===== src/rtl/whack_pkg.sv =====
// Shared encodings for the Whack referee: FSM states and the mole-position LFSR.
package whack_pkg;

  localparam logic [1:0] S_IDLE = 2'd0;
  localparam logic [1:0] S_UP   = 2'd1;
  localparam logic [1:0] S_OVER = 2'd2;

  localparam logic [15:0] LFSR_SEED = 16'hACE1;
  // x^16+x^14+x^13+x^11 in right-shift Fibonacci form taps bits 0,2,3,5
  localparam logic [15:0] LFSR_TAPS = 16'h002D;

  function automatic logic [15:0] lfsr_next(input logic [15:0] cur);
    return {^(cur & LFSR_TAPS), cur[15:1]};
  endfunction

endpackage


===== src/rtl/whack_lfsr16.sv =====
// Free-running 16-bit Fibonacci LFSR; also used by the display and sound blocks.
module whack_lfsr16
  import whack_pkg::*;
(
  input  logic        clk,
  input  logic        Resetn,
  output logic [15:0] out
);

  always_ff @(posedge clk or negedge Resetn) begin
    if (!Resetn) out <= LFSR_SEED;
    else         out <= lfsr_next(out);
  end

endmodule


===== src/rtl/whack_referee.sv =====
// Whack referee: raises a mole in a pseudo-random hole, times the window,
// judges key-press edges and keeps score/miss counts.
//  state  | meaning
//  S_IDLE | no mole; waiting for round_start
//  S_UP   | mole visible, window timer running
//  S_OVER | miss limit reached; only new_game leaves
module whack_referee
  import whack_pkg::*;
#(
  parameter int NUM_HOLES     = 8,
  parameter int HOLE_W        = 4,
  parameter int WINDOW_CYCLES = 50000000,
  parameter int MAX_MISSES    = 3,
  parameter int SCORE_W       = 8
) (
  input  logic                 clk,
  input  logic                 Resetn,
  input  logic                 new_game,
  input  logic                 round_start,
  input  logic [NUM_HOLES-1:0] key_press,
  output logic                 mole_up,
  output logic [HOLE_W-1:0]    mole_pos,
  output logic                 whack,
  output logic                 miss,
  output logic [SCORE_W-1:0]   score,
  output logic [2:0]           misses,
  output logic                 game_over
);

  localparam int TIMER_W = (WINDOW_CYCLES > 1) ? $clog2(WINDOW_CYCLES) : 1;

  logic [1:0]           state;
  logic [TIMER_W-1:0]   timer;
  logic [NUM_HOLES-1:0] key_q;
  logic [NUM_HOLES-1:0] press;
  logic [NUM_HOLES-1:0] target;
  logic [15:0]          lfsr_q;
  logic [7:0]           pos_raw;
  logic [2:0]           misses_inc;
  logic                 end_on_miss;
  logic                 unused_lfsr_hi;

  whack_lfsr16 u_lfsr (
    .clk    (clk),
    .Resetn (Resetn),
    .out    (lfsr_q)
  );

  assign unused_lfsr_hi = ^lfsr_q[15:8];
  assign pos_raw        = lfsr_q[7:0] % 8'(NUM_HOLES);
  assign press          = key_press & ~key_q;
  assign target         = NUM_HOLES'(1) << mole_pos;
  assign misses_inc     = misses + 3'd1;
  assign end_on_miss    = (misses_inc == 3'(MAX_MISSES));
  assign game_over      = (state == S_OVER);

  always_ff @(posedge clk or negedge Resetn) begin
    if (!Resetn) begin
      state    <= S_IDLE;
      timer    <= '0;
      key_q    <= '0;
      mole_up  <= 1'b0;
      mole_pos <= '0;
      whack    <= 1'b0;
      miss     <= 1'b0;
      score    <= '0;
      misses   <= '0;
    end else begin
      key_q <= key_press;
      whack <= 1'b0;
      miss  <= 1'b0;
      if (new_game) begin
        state   <= S_IDLE;
        mole_up <= 1'b0;
        score   <= '0;
        misses  <= '0;
      end else begin
        case (state)
          S_IDLE: begin
            if (round_start) begin
              mole_pos <= HOLE_W'(pos_raw);
              timer    <= TIMER_W'(WINDOW_CYCLES - 1);
              mole_up  <= 1'b1;
              state    <= S_UP;
            end
          end
          S_UP: begin
            // a press edge beats the timeout, even in the last window cycle
            if (press != '0) begin
              mole_up <= 1'b0;
              if (press == target) begin
                whack <= 1'b1;
                if (score != '1) score <= score + SCORE_W'(1);
                state <= S_IDLE;
              end else begin
                miss   <= 1'b1;
                misses <= misses_inc;
                state  <= end_on_miss ? S_OVER : S_IDLE;
              end
            end else if (timer == '0) begin
              mole_up <= 1'b0;
              miss    <= 1'b1;
              misses  <= misses_inc;
              state   <= end_on_miss ? S_OVER : S_IDLE;
            end else begin
              timer <= timer - TIMER_W'(1);
            end
          end
          S_OVER: state <= S_OVER;
          default: state <= S_IDLE;
        endcase
      end
    end
  end

endmodule

===== config.mk =====
export PLATFORM = sky130hd
export DESIGN_NAME = whack_referee
export DESIGN_NICKNAME = d
export VERILOG_FILES = /design/src/rtl/whack_pkg.sv /design/src/rtl/whack_lfsr16.sv /design/src/rtl/whack_referee.sv
export SDC_FILE = /design/constraint.sdc
export NUM_CORES = 1
export LEC_CHECK = 0
export BUFFER_PORTS_ARGS = -buffer_cell sky130_fd_sc_hd__buf_2
export CAP_MARGIN = 10
export CORE_MARGIN = 2
export CORE_UTILIZATION = 53
export DETAILED_ROUTE_END_ITERATION = 10
export HOLD_SLACK_MARGIN = 0.05
export PLACE_DENSITY = 0.75
export SLEW_MARGIN = 20
export SYNTH_ARGS = -nofsm -noshare
export SYNTH_HDL_FRONTEND = slang
export SYNTH_SLANG_ARGS = --single-unit
export TNS_END_PERCENT = 50

===== constraint.sdc =====
create_clock -name clk -period 2.1 [get_ports clk]
set_input_delay 0.42 -clock clk [delete_from_list [all_inputs] [get_ports clk]]
set_output_delay 0.42 -clock clk [all_outputs]
set_load 0.02 [all_outputs]

==> impl_metrics.yaml, run 1 <==
run_status:
  status: "finished, violations left"
  violations: "setup timing"
setup_path:
  r2r_start: "timer[10]$_DFFE_PN0P_"
  critPathBufInv: 0
  worstPathMaxFanout: 3
  end_kind: "flip-flop"
  cp.arrival_ps: 2480
  crit_chain: "or4_4 > nor4_4 > and4_4 > or2b_4 > and3_4 > mux2_4"
  critPathTopFamily: "simple AND/OR/NAND/NOR gates"
  max_stage_delay_ps: 560
  worst_path_max_delay_cell: "or4_4"
  worstSetupStartpoint: "timer[10]$_DFFE_PN0P_"
  path_class: "reg2reg"
  start_kind: "flip-flop"
  cp.required_ps: 2350
layout:
  fillerInstances: 407
  final_cells: 473
  final_cell_mix: "59 x dfrtp_1, 47 x buf_4, 31 x nor2_1"
  antenna_cells: 0
  drive_above_1_share_pct: 36.43
  design_area_um2: 4282
  final_nets: 409
  area_delta_synth_final_pct: 32.07
  final_common_cell: "dfrtp_1"
logic_synthesis:
  avgSynthCellArea_um2: 10.39
  synth_seq_cells: 69
  yosys.area.top_type: "dfrtp_1"
  synth_nets: 328
  synthCells: 312
  synthDistinctLibCells: 52
  synth_top_area_share_pct: 47.09
  ys.flop_type: "dfrtp_1"
  yosys_warnings: 0
  synth_async_sr_flop_share_pct: 100.0
  synth_edf_count: 0
  synth-seq-area-share_pct: 53.57
  syn_area_um2: 3242
  synthTopCellsByArea: "dfrtp_1 47%, dfstp_2 6.5%, xor2_1 6.2%"
clock_network:
  holdBufCountCts: 0
  clk_latency_ps: 360
  h-tree-depth: 3
  cts_buffers: 9
  cts_tree: "built"
  clk_path_buf_depth: 2
  clkSlewWorstSetupHoldPaths_ps: 80
  cts-root-buf: "clkbuf_8"
  clock_sinks: 69
run:
  maxCapViolCount: 0
timing:
  hold_violations: 0
  finalSetupViolCount: 28
  fin_crit_ps: 2235
  finalSetupTns_ps: -2032
  finalCritPeriodShare_pct: 106.4
  fin_skew_ps: 8.754
  max_freq_mhz: 447.4
  fin_ws_ps: -135.3
  rsz0062_at_grt: "yes"
  finalMaxSlewViolations: 0
  timing.hold.ws_ps: 71.81
route:
  drt_wl_total_mm: 7.304
  vias: 2618
  drc_errors: 0
  avgRoutedWirePerCell_um: 15.44
  viasPerCell: 5.535
  drt_first_iter_violations: 182
  firstDrtPassIters: 4
  detail-route-antenna-nets: 0
power:
  p_sw_share_pct: 23.86
  power.density_nw_per_um2: 695.5
  p_int_mw: 2.267
  power_frac_comb_pct: 8.3
  p_switching_mw: 0.7105
  p_total_mw: 2.978
  p_clk_share_pct: 45.9
  p_leak_nw: 1.879
  seq_power_share_pct: 45.8
  vdd_ir_drop_max_mv: 0.6115
grt:
  grt_pass1_wl_mm: 11.92
  grt_pass1_vias: 2615
  antenna_found_initial: 0
  overflow: 0
  grt_max_degree: 70
  grtUsageTotal_pct: 23.59
place:
  place.gp.congestion: 0.8215
  dp_cells: 449
  port_buffers: 29
  placed_area_um2: 3787
  place_hpwl_mm: 4.678
floorplan:
  die_x_um: 82.21
  start_util_pct: 54.75
  std_cell_rows: 28
  fp.dieH_um: 82.21
  die_area_um2: 6758
  io_pins: 31
  coreArea_um2: 5921
min_path:
  holdCritPathClass: "in2async"
==> sequential cells by signal (all words and copies together) (netlist names) <==
register / count
mole_pos: 3
whack: 1
score: 8
miss: 1
key_q: 8
mole_up: 1
misses: 3
state: 2
u_lfsr.out: 16
timer: 26
==> power by group through the flow <==
stage | clock, mW | combinational [mW] | sequential (mW)
2_1_floorplan | 0 | 0.103 | 1.39
3_3_place_gp | 0 | 0.206 | 1.39
3_5_place_dp | 0 | 0.212 | 1.39
4_1_cts | 1.39 | 0.235 | 1.36
5_1_grt | 1.45 | 0.270 | 1.37
6_report | 1.37 | 0.247 | 1.37
==> worst register-to-register path, delay by kind of cell (launching register included) <==
family	cells	cell delay, ps
mux	1	300
flops	1	380
simple gates	5	1450
==> per-layer routing <==
| layer | GRT usage, % | vias to the layer above | share of wire (%) |
|---|---|---|---|
| li1 | - | 1243 | - |
| met1 | 29.16 | 1292 | 44 |
| met2 | 38.39 | 62 | 49 |
| met3 | 6.413 | 21 | 4.1 |
| met4 | 11.00 | 0 | 2.7 |
| met5 | 0 | - | 0 |
==> synth_stat cells (2+ instances only) <==
cell type  instances
a21oi_1           12
a31oi_1            2
a41oi_1            2
and2_1             3
and3_1             3
buf_2              2
buf_6              2
clkbuf_1           8
dfrtp_1           61
dfstp_2            8
ha_1               4
inv_1              7
mux2_1             2
nand2_1           30
nand2b_1           8
nand3_1           16
nand3b_1           2
nand4_1            8
nand4b_1           5
nor2_1            33
nor2b_1           10
nor3_1             6
nor3_2             2
nor4_1             4
o21ai_0           10
o21ai_1            2
o31a_1             2
or3_1              5
or4_1              5
xnor2_1            4
xor2_1            23
==> cells by family (layout without fill, tap and decap cells) <==
logic type	Yosys count	after routing	share of synthesized area, %
adder cells (fa/ha/maj)	4	4	1.544
AO/OA/AOI/OAI	39	39	7.990
flip-flops	69	69	53.57
XOR/XNOR	27	27	7.294
AND/OR/NAND/NOR	148	148	25.05
multiplexers	4	4	1.466
other	1	1	0.1157
buffers and inverters	20	106	2.972
==> area by class of cell <==
class                      instances  area [um2]  share of cell area [%]
clock buffer                       9       123.9                   2.893
clock inverter                     7       130.1                   3.039
inverter                           7       26.28                  0.6137
multi-input combinational        223        1574                   36.76
sequential                        69        1739                   40.62
tap                               75       93.84                   2.192
timing repair buffer              83       594.3                   13.88
==> metrics by stage <==
step	utilization [%]	setup slack, ps
CTS	70.69	-128.8
global placement	63.97	-409.9
floorplan	-	-184.6
detailed placement	63.97	-424.8
global route	72.32	-196.7
finish	72.32	-135.3
==> final timing paths <==
path | end | slack [ps] | depth (start not counted)
max reg2reg | misses[0]$_DFFE_PN0P_ | -140 | 6
min | score[6]$_DFFE_PN0P_ | 70 | 2
min in group clk | key_q[3]$_DFF_PN0_ | 180 | 1
max in group asynchronous | u_lfsr.out[15]$_DFF_PN1_ | 1700 | 2
max | misses[0]$_DFFE_PN0P_ | -140 | 6
min reg2reg | u_lfsr.out[7]$_DFF_PN1_ | 360 | 0
==> what timing repair did <==
item / CTS / global route
setup endpoints to repair: 35 / 37
endpoints found under the hold margin: 0 / 0
gates cloned: 1 / 0
gates resized for setup: 22 / 21
pin swaps: 19 / 17
setup buffers: 5 / 2
Power figures use the tool's default switching activity.
==> run 2, diff against run 1 <==
Settings changed: CORE_MARGIN 2 to 5, CORE_UTILIZATION 53 to 60, PLACE_DENSITY 0.75 to 0.81.
Clock period 2.1 ns to 2.6 ns, I/O delays scaled along.
==> impl_metrics.yaml, run 2 (synthesis gave the netlist of run 1 again) <==
route:
  vias: 2411
  avgRoutedWirePerCell_um: 15.18
  drt_first_iter_violations: 95
  drc_errors: 0
  drt_wl_total_mm: 6.483
  firstDrtPassIters: 4
  viasPerCell: 5.646
  detail-route-antenna-nets: 0
layout:
  top_regs: "timer x26, u_lfsr.out x16"
  area_delta_synth_final_pct: 15.21
  final_nets: 368
  final_cell_mix: "61 x dfrtp_1, 33 x nor2_1, 30 x nand2_1"
  final_common_cell: "dfrtp_1"
  design_area_um2: 3735
  antenna_cells: 0
  regMostFlops: "timer"
  largest_register_ffs: 26
  drive_above_1_share_pct: 22.13
  fin_util_pct: 72.21
run:
  maxCapViolCount: 0
setup_path:
  reg2reg_to: "misses[1]$_DFFE_PN0P_"
  cp.required_ps: 2830
  regToRegSetupSlack_ps: 170
  cp.arrival_ps: 2660
  critPathTopFamily: "simple AND/OR/NAND/NOR gates"
  r2r_start: "timer[20]$_DFFE_PN0P_"
  worst_path_max_delay_cell: "or4_1"
  start_kind: "flip-flop"
  r2r_cells: 6
  end_kind: "flip-flop"
  path_class: "reg2reg"
  critPathBufInv: 0
  worstPathMaxFanout: 4
  max_stage_delay_ps: 620
  crit_chain: "or4_1 > nor4_4 > and4_4 > or2b_2 > and3_4 > mux2_1"
clock_network:
  cts-root-buf: "clkbuf_8"
  clock_sinks: 69
  clk_latency_ps: 360
  clk_path_buf_depth: 2
  holdBufCountCts: 0
  cts_resized: 0
  cts_buffers: 9
  cts_tree: "built"
  h-tree-depth: 3
  clkSlewWorstSetupHoldPaths_ps: 80
  cts_setup_buffers: 0
run_status:
  status: "completed"
grt:
  grt_pass1_vias: 2402
  antenna_found_initial: 0
  grtUsageTotal_pct: 19.90
  grt_pass1_wl_mm: 11.17
  overflow: 0
  grt_max_degree: 45
place:
  placed_area_um2: 3515
  port_buffers: 29
  place.gp.congestion: 0.8534
  place_ws_ps: 34.27
  place_hpwl_mm: 4.426
timing:
  fin_ws_ps: 171.4
  finalCritPeriodShare_pct: 93.41
  finalSetupViolCount: 0
  finalSetupTns_ps: 0
  finalMaxSlewViolations: 0
  fin_crit_ps: 2429
  maxSlewHeadroom_pct: 44.97
  hold_violations: 0
  rsz0062_at_grt: "no"
  max_freq_mhz: 411.8
  worst_slew_pin_slew_ps: 822.4
  fin_skew_ps: 6.217
  timing.hold.ws_ps: 160.9
power:
  power.density_nw_per_um2: 576.9
  p_leak_nw: 1.609
  vdd_ir_drop_max_mv: 0.5972
floorplan:
  fp.dieH_um: 83.51
  die_x_um: 83.51
  io_pins: 31
  coreArea_um2: 5172
  std_cell_rows: 26
  start_util_pct: 62.68
  die_area_um2: 6973
min_path:
  holdCritPathClass: "in2async"
run 2: cell count changes in the layout (fill, tap and decap cells not counted), sizes merged:
cell,previous run,this run
clkinvlp,0,1
buf,83,42
bufinv,3,1
inv,10,11
run 2: layout make-up:
class | count | area (um2)
Clock buffer | 9 | 123.9
Clock inverter | 7 | 81.33
Fill cell | 366 | 1438
Inverter | 7 | 26.28
Multi-Input combinational cell | 223 | 1424
Sequential cell | 69 | 1737
Tap cell | 70 | 87.58
Timing Repair Buffer | 42 | 255.2
run 2: per-stage QoR:
stage | total power [mW] | instances
3_3_place_gp | 1.269 | 411
5_1_grt | 2.240 | 427
3_5_place_dp | 1.274 | 411
6_report | 2.155 | 427
2_1_floorplan | 1.208 | 312
4_1_cts | 2.180 | 427
run 2: worst max-delay path by stage:
stage / end / cells past startpoint / slack [ps] / startpoint
finish: misses[1]$_DFFE_PN0P_ / 6 / 170 / timer[20]$_DFFE_PN0P_
floorplan: misses[0]$_DFFE_PN0P_ / 6 / 280 / timer[4]$_DFFE_PN0P_
global route: misses[1]$_DFFE_PN0P_ / 6 / 50 / timer[20]$_DFFE_PN0P_
CTS: misses[1]$_DFFE_PN0P_ / 6 / 5 / timer[20]$_DFFE_PN0P_
global placement: misses[1]$_DFFE_PN0P_ / 6 / 80 / timer[20]$_DFFE_PN0P_
detailed placement: misses[1]$_DFFE_PN0P_ / 6 / 30 / timer[20]$_DFFE_PN0P_
run 2: routing by layer:
layer	GRT usage (%)	vias up	share of wire [%]	wire, um
met2	30.47	63	47	3062
met4	7.602	0	1.9	122
met1	25.86	1169	46	2950
li1	-	1165	-	-
met5	0	-	0	0
met3	7.404	14	5.4	348
run 2: power by group:
part | internal [mW] | switching, mW | total [mW]
clock | 0.457 | 0.444 | 0.901
sequential | 1.09 | 0.0123 | 1.10
combinational | 0.0559 | 0.0963 | 0.152
==> run 3, diff against run 2 <==
Settings changed: CORE_UTILIZATION 60 to 53, PLACE_DENSITY 0.81 to 0.75.
Clock period 2.6 ns to 1.95 ns, I/O delays scaled along.
==> impl_metrics.yaml, run 3 (synthesis gave the netlist of run 1 again) <==
run_status:
  status: "finished, violations left"
  violations: "setup timing"
setup_path:
  cp.required_ps: 2170
  path_class: "reg2reg"
  start_kind: "flip-flop"
  cp.arrival_ps: 2540
  worstPathMaxFanout: 6
  regToRegSetupSlack_ps: -360
  end_kind: "flip-flop"
floorplan:
  coreArea_um2: 5921
  die_x_um: 88.21
  fp.dieH_um: 88.21
  io_pins: 31
  die_area_um2: 7781
  start_util_pct: 54.75
  std_cell_rows: 28
grt:
  grt_pass1_vias: 2568
  overflow: 0
  grtUsageTotal_pct: 20.39
  antenna_found_initial: 0
  grt_max_degree: 70
  grt_pass1_wl_mm: 12.08
route:
  avgRoutedWirePerCell_um: 15.23
  viasPerCell: 5.457
  drt_first_iter_violations: 168
  vias: 2614
  firstDrtPassIters: 4
  detail-route-antenna-nets: 0
  drt_wl_total_mm: 7.294
  drc_errors: 0
clock_network:
  clk_latency_ps: 340
  cts_buffers: 9
  cts_tree: "built"
  clk_path_buf_depth: 2
  h-tree-depth: 3
  clkSlewWorstSetupHoldPaths_ps: 80
  clock_sinks: 69
  cts-root-buf: "clkbuf_8"
power:
  seq_power_share_pct: 50.3
  vdd_ir_drop_max_mv: 0.5210
  p_int_mw: 2.198
  power_frac_comb_pct: 9.0
  p_sw_share_pct: 24.66
  p_leak_nw: 1.848
  power.density_nw_per_um2: 689.5
  p_clk_share_pct: 40.6
  p_switching_mw: 0.7195
  p_total_mw: 2.918
timing:
  finalCritPeriodShare_pct: 118.6
  finalSetupTns_ps: -8812
  rsz0062_at_grt: "yes"
  hold_violations: 0
  finalMaxSlewViolations: 0
  finalSetupViolCount: 34
  fin_ws_ps: -361.8
  fin_crit_ps: 2312
  fin_skew_ps: 12.64
  max_freq_mhz: 432.6
layout:
  regMostFlops: "timer"
  final_nets: 415
  top_regs: "timer x26, u_lfsr.out x16"
  final_cell_mix: "59 x dfrtp_1, 53 x buf_4, 32 x nor2_1"
  final_cells: 479
  final_common_cell: "dfrtp_1"
  drive_above_1_share_pct: 36.39
  largest_register_ffs: 26
  antenna_cells: 0
  area_delta_synth_final_pct: 30.53
place:
  place_hpwl_mm: 4.631
  port_buffers: 29
  place.gp.congestion: 0.8323
  dp_cells: 456
run:
  maxCapViolCount: 0
min_path:
  holdCritPathClass: "in2async"
[run 3: cell count changes in the layout (fill, tap and decap cells not counted), moves of 3 or more]
cell	change
buf_4	+41
buf_6	+6
inv_6	-3
nand3_1	-4
nand3_2	+3
nor2b_1	-3
nor2b_2	+3
[run 3: final cells by class]
cell class	instances	area [um2]
clock buffers	11	141.4
inverters	7	26.28
clock inverters	5	60.06
multi-input cells	223	1540
flip-flops and latches	69	1739
fillers	400	1689
repair buffers	89	630.6
well taps	75	93.84
[run 3: per-layer routing]
metal	GRT usage, %	wire length (um)	vias up
li1	-	-	1261
met1	27.00	3267	1265
met2	31.68	3470	71
met3	4.655	385	17
met4	10.16	172	0
met5	0	0	-
[run 3: through the flow]
| stage | util [%] | hold WS, ps | instance area [um2] | setup slack [ps] |
|---|---|---|---|---|
| after global placement | 65.17 | 335.3 | 3859 | -525.2 |
| after detailed placement | 65.17 | 337.5 | 3859 | -515.0 |
| after global routing | 71.47 | 80.60 | 4232 | -427.9 |
| after CTS | 70.46 | 61.01 | 4172 | -320.4 |
| final | 71.47 | 55.74 | 4232 | -361.8 |
| after floorplan | - | 94.41 | 3288 | -334.6 |
[run 3: worst paths after layout]
check                                        start                       to  cells after the start
setup / recovery              timer[8]$_DFFE_PN0P_    timer[19]$_DFFE_PN0P_                      8
hold / removal                              Resetn       key_q[3]$_DFF_PN0_                      2
setup reg to reg              timer[8]$_DFFE_PN0P_    timer[19]$_DFFE_PN0P_                      8
hold reg to reg            u_lfsr.out[8]$_DFF_PN0_  u_lfsr.out[7]$_DFF_PN1_                      0
max in group asynchronous                   Resetn  u_lfsr.out[0]$_DFF_PN1_                      2
min in group clk                      key_press[5]       key_q[5]$_DFF_PN0_                      1
[run 3: timing repair]
| action | in CTS | in global routing |
|---|---|---|
| hold buffers | 0 | 0 |
| endpoints found under the setup margin | 36 | 39 |
| pin swaps | 34 | 18 |
| gates cloned | 1 | 0 |
| gates resized for setup | 18 | 9 |
| setup buffers | 4 | 2 |
[run 3: critical path, cell delays in order (launching register included)]
cell and delay [ps]:
dfrtp_1 400, or4_4 540, nor4_4 310, and4_4 300, o21ai_4 100, buf_6 150, nand4b_1 110, xor2_1 190
nand2_1 80
[run 3: power groups by stage]
stage,Sequential (mW),Combinational (mW),Clock [mW]
after global routing,1.47,0.292,1.27
after global placement,1.49,0.226,0
final,1.47,0.264,1.19
after floorplan,1.50,0.115,0
after CTS,1.47,0.252,1.21
after detailed placement,1.49,0.231,0
